**config.mk**
```make
export PLATFORM = sky130hd
export DESIGN_NAME = vga_timing_controller
export DESIGN_NICKNAME = d
export VERILOG_FILES = /design/src/rtl/vga_timing_pkg.sv /design/src/rtl/vga_axis_counter.sv /design/src/rtl/vga_timing_controller.sv
export SDC_FILE = /design/constraint.sdc
export NUM_CORES = 1
export LEC_CHECK = 0
export ABC_AREA = 1
export BUFFER_PORTS_ARGS = -buffer_cell sky130_fd_sc_hd__buf_2
export CAP_MARGIN = 20
export CORE_MARGIN = 2
export CORE_UTILIZATION = 49
export DETAILED_ROUTE_END_ITERATION = 8
export GPL_ROUTABILITY_DRIVEN = 0
export PLACE_DENSITY = 0.82
export SYNTH_ARGS = -nofsm -noshare
export SYNTH_HDL_FRONTEND = slang
export SYNTH_SLANG_ARGS = --single-unit
```
**constraint.sdc**
```tcl
create_clock -name systemClk -period 2.15 [get_ports systemClk]
set_input_delay 0.215 -clock systemClk [delete_from_list [all_inputs] [get_ports systemClk]]
set_output_delay 0.215 -clock systemClk [all_outputs]
set_load 0.02 [all_outputs]
```
**src/rtl/vga_timing_pkg.sv**
```systemverilog
// Shared timing constants and types for the VGA raster sequencer.
// Defaults describe the 640x480@60 timing set.
package vga_timing_pkg;

    localparam int CNT_W    = 10;

    localparam int H_ACTIVE = 640;
    localparam int H_FP     = 16;
    localparam int H_SYNC   = 96;
    localparam int H_BP     = 48;

    localparam int V_ACTIVE = 480;
    localparam int V_FP     = 10;
    localparam int V_SYNC   = 2;
    localparam int V_BP     = 33;

    localparam bit HSYNC_POL = 1'b0;
    localparam bit VSYNC_POL = 1'b0;

    // Period of one axis: active region plus the three blanking segments.
    function automatic int axis_total(int active, int fp, int sync, int bp);
        return active + fp + sync + bp;
    endfunction

    // Half-open window test lo <= v < hi, done on plain integers so that an
    // upper bound equal to 2**CNT_W cannot overflow.
    function automatic logic in_window(int v, int lo, int hi);
        return (v >= lo) && (v < hi);
    endfunction

    localparam int H_TOTAL = axis_total(H_ACTIVE, H_FP, H_SYNC, H_BP);
    localparam int V_TOTAL = axis_total(V_ACTIVE, V_FP, V_SYNC, V_BP);

    typedef logic [CNT_W-1:0] vga_coord_t;

endpackage

```
**src/rtl/vga_axis_counter.sv**
```systemverilog
// One raster axis: a wrapping position counter whose active/sync levels are
// decoded from the next count value, so they line up with the count itself.
module vga_axis_counter
    import vga_timing_pkg::*;
#(
    parameter int CNT_W      = 10,
    parameter int TOTAL      = 800,
    parameter int ACTIVE     = 640,
    parameter int SYNC_START = 656,
    parameter int SYNC_END   = 752,
    parameter bit POL        = 1'b0
) (
    input  logic             clk,
    input  logic             rst,
    input  logic             advance,
    output logic [CNT_W-1:0] count_o,
    output logic             active_o,
    output logic             sync_o,
    output logic             start_o,
    output logic             mark_o,
    output logic             wrap_o
);

    localparam logic [CNT_W-1:0] LAST     = CNT_W'(TOTAL - 1);
    localparam logic [CNT_W-1:0] ACTIVE_C = CNT_W'(ACTIVE);

    logic [CNT_W-1:0] count_q;
    logic [CNT_W-1:0] count_d;
    logic             active_q;
    logic             sync_q;
    logic             start_q;
    logic             mark_q;

    // wrap_o tells the caller that the next advance returns the count to 0.
    assign wrap_o = (count_q == LAST);

    // Next position: increment, wrapping at the last position of the axis.
    always_comb begin
        count_d = wrap_o ? '0 : count_q + CNT_W'(1);
    end

    // Reset parks the counter on its last position so the first advance enters 0.
    always_ff @(posedge clk) begin
        if (rst) begin
            count_q  <= LAST;
            active_q <= 1'b0;
            sync_q   <= ~POL;
            start_q  <= 1'b0;
            mark_q   <= 1'b0;
        end else if (advance) begin
            count_q  <= count_d;
            active_q <= in_window(int'(count_d), 0, ACTIVE);
            sync_q   <= in_window(int'(count_d), SYNC_START, SYNC_END) ? POL : ~POL;
            start_q  <= (count_d == '0);
            mark_q   <= (count_d == ACTIVE_C);
        end else begin
            start_q  <= 1'b0;
            mark_q   <= 1'b0;
        end
    end

    assign count_o  = count_q;
    assign active_o = active_q;
    assign sync_o   = sync_q;
    assign start_o  = start_q;
    assign mark_o   = mark_q;

endmodule

```
**src/rtl/vga_timing_controller.sv**
```systemverilog
// VGA raster sequencer: advances pixel/line counters on each pixel strobe and
// produces sync levels, the visible-area flag and line/frame/vblank pulses.
module vga_timing_controller
    import vga_timing_pkg::*;
#(
    parameter int H_ACTIVE_P = vga_timing_pkg::H_ACTIVE,
    parameter int H_FP_P     = vga_timing_pkg::H_FP,
    parameter int H_SYNC_P   = vga_timing_pkg::H_SYNC,
    parameter int H_BP_P     = vga_timing_pkg::H_BP,
    parameter int V_ACTIVE_P = vga_timing_pkg::V_ACTIVE,
    parameter int V_FP_P     = vga_timing_pkg::V_FP,
    parameter int V_SYNC_P   = vga_timing_pkg::V_SYNC,
    parameter int V_BP_P     = vga_timing_pkg::V_BP,
    parameter bit HSYNC_POL_P = vga_timing_pkg::HSYNC_POL,
    parameter bit VSYNC_POL_P = vga_timing_pkg::VSYNC_POL,
    parameter int CNT_W_P    = vga_timing_pkg::CNT_W
) (
    input  logic               systemClk,
    input  logic               rst,
    input  logic               pixelClk,
    output logic               hsync,
    output logic               vsync,
    output logic               videoOn,
    output logic [CNT_W_P-1:0] pixelX,
    output logic [CNT_W_P-1:0] pixelY,
    output logic               lineStart,
    output logic               frameStart,
    output logic               vblankStart
);

    localparam int H_TOTAL_C = axis_total(H_ACTIVE_P, H_FP_P, H_SYNC_P, H_BP_P);
    localparam int V_TOTAL_C = axis_total(V_ACTIVE_P, V_FP_P, V_SYNC_P, V_BP_P);

    // Both axes must fit in the counter width.
    generate
        if ((H_TOTAL_C > 2**CNT_W_P) || (V_TOTAL_C > 2**CNT_W_P)) begin : g_width_check
            $error("vga_timing_controller: H_TOTAL/V_TOTAL exceed 2**CNT_W");
        end
    endgenerate

    logic h_active, h_sync, h_start, h_mark, h_wrap;
    logic v_active, v_sync, v_start, v_mark, v_wrap;
    logic v_advance;

    // The line counter moves only on the strobe that wraps the pixel counter.
    assign v_advance = pixelClk & h_wrap;

    vga_axis_counter #(
        .CNT_W      (CNT_W_P),
        .TOTAL      (H_TOTAL_C),
        .ACTIVE     (H_ACTIVE_P),
        .SYNC_START (H_ACTIVE_P + H_FP_P),
        .SYNC_END   (H_ACTIVE_P + H_FP_P + H_SYNC_P),
        .POL        (HSYNC_POL_P)
    ) u_h_axis (
        .clk      (systemClk),
        .rst      (rst),
        .advance  (pixelClk),
        .count_o  (pixelX),
        .active_o (h_active),
        .sync_o   (h_sync),
        .start_o  (h_start),
        .mark_o   (h_mark),
        .wrap_o   (h_wrap)
    );

    vga_axis_counter #(
        .CNT_W      (CNT_W_P),
        .TOTAL      (V_TOTAL_C),
        .ACTIVE     (V_ACTIVE_P),
        .SYNC_START (V_ACTIVE_P + V_FP_P),
        .SYNC_END   (V_ACTIVE_P + V_FP_P + V_SYNC_P),
        .POL        (VSYNC_POL_P)
    ) u_v_axis (
        .clk      (systemClk),
        .rst      (rst),
        .advance  (v_advance),
        .count_o  (pixelY),
        .active_o (v_active),
        .sync_o   (v_sync),
        .start_o  (v_start),
        .mark_o   (v_mark),
        .wrap_o   (v_wrap)
    );

    // Every line-counter step coincides with pixelX entering 0, so the line
    // counter's own pulses already mark (0,0) and (0,V_ACTIVE).
    assign hsync       = h_sync;
    assign vsync       = v_sync;
    assign videoOn     = h_active & v_active;
    assign lineStart   = h_start;
    assign frameStart  = v_start;
    assign vblankStart = v_mark;

    logic unused_axis_bits;
    assign unused_axis_bits = &{1'b0, h_mark, v_wrap};

endmodule

```
==> metrics.md <==
| Metric | Value |
|---|---|
| Status | complete, no violations |
| Worst path top cell family by delay | simple AND/OR/NAND/NOR gates |
| Commonest non-fill, non-tap cell in the layout | sky130_fd_sc_hd__nand2_1 |
| Final Hold Fails | 0 |
| Die outline height | 60.5 µm |
| Maximum net fanout on the critical path | 11 |
| Die width | 60.5 µm |
| Warnings, synthesis | 0 |
| Setup-violating endpoint count in the final report | 0 |
| Half-perimeter wire length of the detailed placement result | 2680 µm |
| Core box area | 3050 µm² |
| Post-CTS Resized | 0 |
| Worst Setup Start Kind | flop |
| CTS tree | yes |
| TritonCTS Sinks | 27 |
| Vias in the first global route | 1372 |
| Arrival time at the worst endpoint | 2110 ps |
| Count of buffers from port buffering | 28 |
| CTS H-Tree Depth | 1 |
| Post-route clock skew | 5.76 ps |
| Row cnt | 20 |
| Hold WC Path Type | input port to flop |
| Post-CTS setup repair buffer count | 0 |
| Flip-flop and latch count after synthesis | 27 |
| Total Nets Final | 267 |
| Initial core utilization | 51.3% |
| Drt first pass iters | 4 |
| Slowest stage cell, crit path | sky130_fd_sc_hd__dfxtp_1 |
| Overall die area | 3670 µm² |
| Number of buffers and inverters on the critical path | 2 |
| Final Max Tran Viols | 0 |
| Non-filler instance count after layout | 304 |
| Detailed-route wire length per cell | 11.2 µm |
| PD cells | 598 nW/µm² |
| Total wire length after detailed routing | 3410 µm |
| Synthesized area per cell | 6.75 µm² |
| Yosys cell types | 31 |
| Pin slew with the least headroom to its limit | 421 ps |
| Synthesized netlist cell count | 232 |
| Initial DRC count | 88 |
| # diodes | 0 |
| Largest stage delay, worst path | 480 ps |
| Final sum of negative setup slack | 0 ps |
| RSZ-0062 raised after global routing | no |
| Initial antenna violation count | 0 |
| Count of maximum capacitance violations | 0 |
| Most used DFF post-synth | sky130_fd_sc_hd__dfxtp_1 |
| Number of hold-repair buffers added at the cts stage | 0 |
| Classification of the worst setup path | flop to flop |
| Layout cell share with drive strength beyond 1 | 19.2% |
| Remaining antenna violation count | 0 |
| Share of the yosys chip area belonging to registers | 34.5% |
| Peak supply drop | 289 µV |
| Final core utilization | 57.9% |
| Total number of vias | 1570 |
| Crit-path most repeated cell | sky130_fd_sc_hd__nand2_1 |
| Top achievable clock speed | 0.538 GHz |
| Gr usage total | 20.2% |
| List of cells traversed by the critical path | ha_1 -> nand2_2 -> nor2_4 -> nand3_4 -> clkinv_2 -> nand2_1 -> nand2_1 -> inv_1 -> a22oi_1 |
| Post-synthesis instance area | 1570 µm² |
| Number of ports placed on the die boundary | 29 |
| Ratio of routed vias to standard cells | 5.16 |
| Data required time of the critical path | 2400 ps |
| Portion of the clock cycle consumed by the worst path in the final layout | 86.4% |
| CTS buffer count | 3 |
| Area delta synth->final | 12.9% |
| Clk root buf | sky130_fd_sc_hd__clkbuf_4 |
| Worst Setup End Kind | flop |
| Clock latency reported for the late side of the worst-skew pair | 320 ps |
| Share of synthesized registers carrying an async set or reset | 0% |
| Leakage | 0.853 nW |
| Period minus WS final | 1860 ps |
| Maximum buffer depth of the clock tree | 2 |
| Most used cells in the layout excluding fill and tap cells | sky130_fd_sc_hd__nand2_1, sky130_fd_sc_hd__inv_1, sky130_fd_sc_hd__buf_2 |
| Overall overflow remaining after global route | 0 |
| Count of flip-flops with a built-in enable after synthesis | 0 |
| First-pass GRT wire length | 5650 µm |
| Pin count of the biggest net entering global routing | 16 |
| Headroom to the max-slew limit | 71.9% |
| Residual DRC count | 0 |
| DP Cell Count | 300 |
| Mapped Nets | 238 |
| Clock-pin slew on the worst setup and hold paths | 140 ps |
[synth_stat cells (3+ instances only)]
library cell / number / area [µm²]
sky130_fd_sc_hd__a21oi_1: 11 / 55.1
sky130_fd_sc_hd__dfxtp_1: 27 / 541
sky130_fd_sc_hd__ha_1: 3 / 37.5
sky130_fd_sc_hd__inv_1: 30 / 113
sky130_fd_sc_hd__nand2_1: 60 / 225
sky130_fd_sc_hd__nand2_2: 3 / 18.8
sky130_fd_sc_hd__nand3_1: 20 / 100
sky130_fd_sc_hd__nand4_1: 7 / 43.8
sky130_fd_sc_hd__nor2_1: 20 / 75.1
sky130_fd_sc_hd__nor2_2: 4 / 25.0
sky130_fd_sc_hd__o21ai_0: 9 / 45.0
sky130_fd_sc_hd__o21ai_1: 5 / 25.0
sky130_fd_sc_hd__o22ai_1: 7 / 43.8
[path summary, 6_finish.rpt]
kind                                     startpoint                   to  slack, ps  cells past startpoint
worst min-delay path                            rst  u_h_axis.count_o[6]        220                      2
worst max register to register  u_h_axis.count_o[0]  u_v_axis.count_o[3]        290                      9
worst min register to register    u_v_axis.active_o    u_v_axis.active_o        470                      2
worst max-delay path            u_h_axis.count_o[0]  u_v_axis.count_o[3]        290                      9
[through the flow]
step	hold WS, ps	area [µm²]	power [mW]	worst slack, ps
2_1_floorplan	426	1570	0.783	438
6_report	225	1770	1.06	292
4_1_cts	197	1770	1.07	291
3_5_place_dp	449	1740	0.850	332
5_1_grt	210	1770	1.13	117
3_3_place_gp	447	1740	0.845	421
[power by group]
group          switching (mW)  internal (mW)  total [mW]
registers              0.0309          0.525       0.556
logic                   0.194         0.0906       0.285
clock network           0.145         0.0725       0.217
total                   0.369          0.689        1.06
[routing by layer]
layer | track usage [%] | vias to the layer above | wire (µm)
met5 | 0 | - | 0
met4 | 8.07 | 0 | 31
met3 | 3.41 | 4 | 101
met2 | 36.8 | 23 | 1700
met1 | 23.4 | 723 | 1580
li1 | - | 820 | -
[area by class of cell]
type | count | area (µm²)
well taps | 44 | 55.1
flip-flops and latches | 27 | 541
multi-input cells | 168 | 881
clock buffers | 4 | 26.3
fillers | 315 | 1280
repair buffers | 28 | 140
inverters | 33 | 125
[registers in the layout, indices dropped and copies added (netlist names)]
| signal | cells |
|---|---|
| u_h_axis.count_o | 10 |
| u_v_axis.count_o | 10 |
| u_h_axis.active_o | 1 |
| u_h_axis.start_o | 1 |
| u_h_axis.sync_o | 1 |
| u_v_axis.active_o | 1 |
| u_v_axis.mark_o | 1 |
| u_v_axis.start_o | 1 |
| u_v_axis.sync_o | 1 |
[logic make-up after synthesis]
group / Yosys count / synth area share (%)
simple gates: 125 / 38.3
compound gates: 40 / 15.5
buf+inv: 37 / 9.27
flops: 27 / 34.5
fa+ha+maj: 3 / 2.40
(Power assumes the default switching activity.)
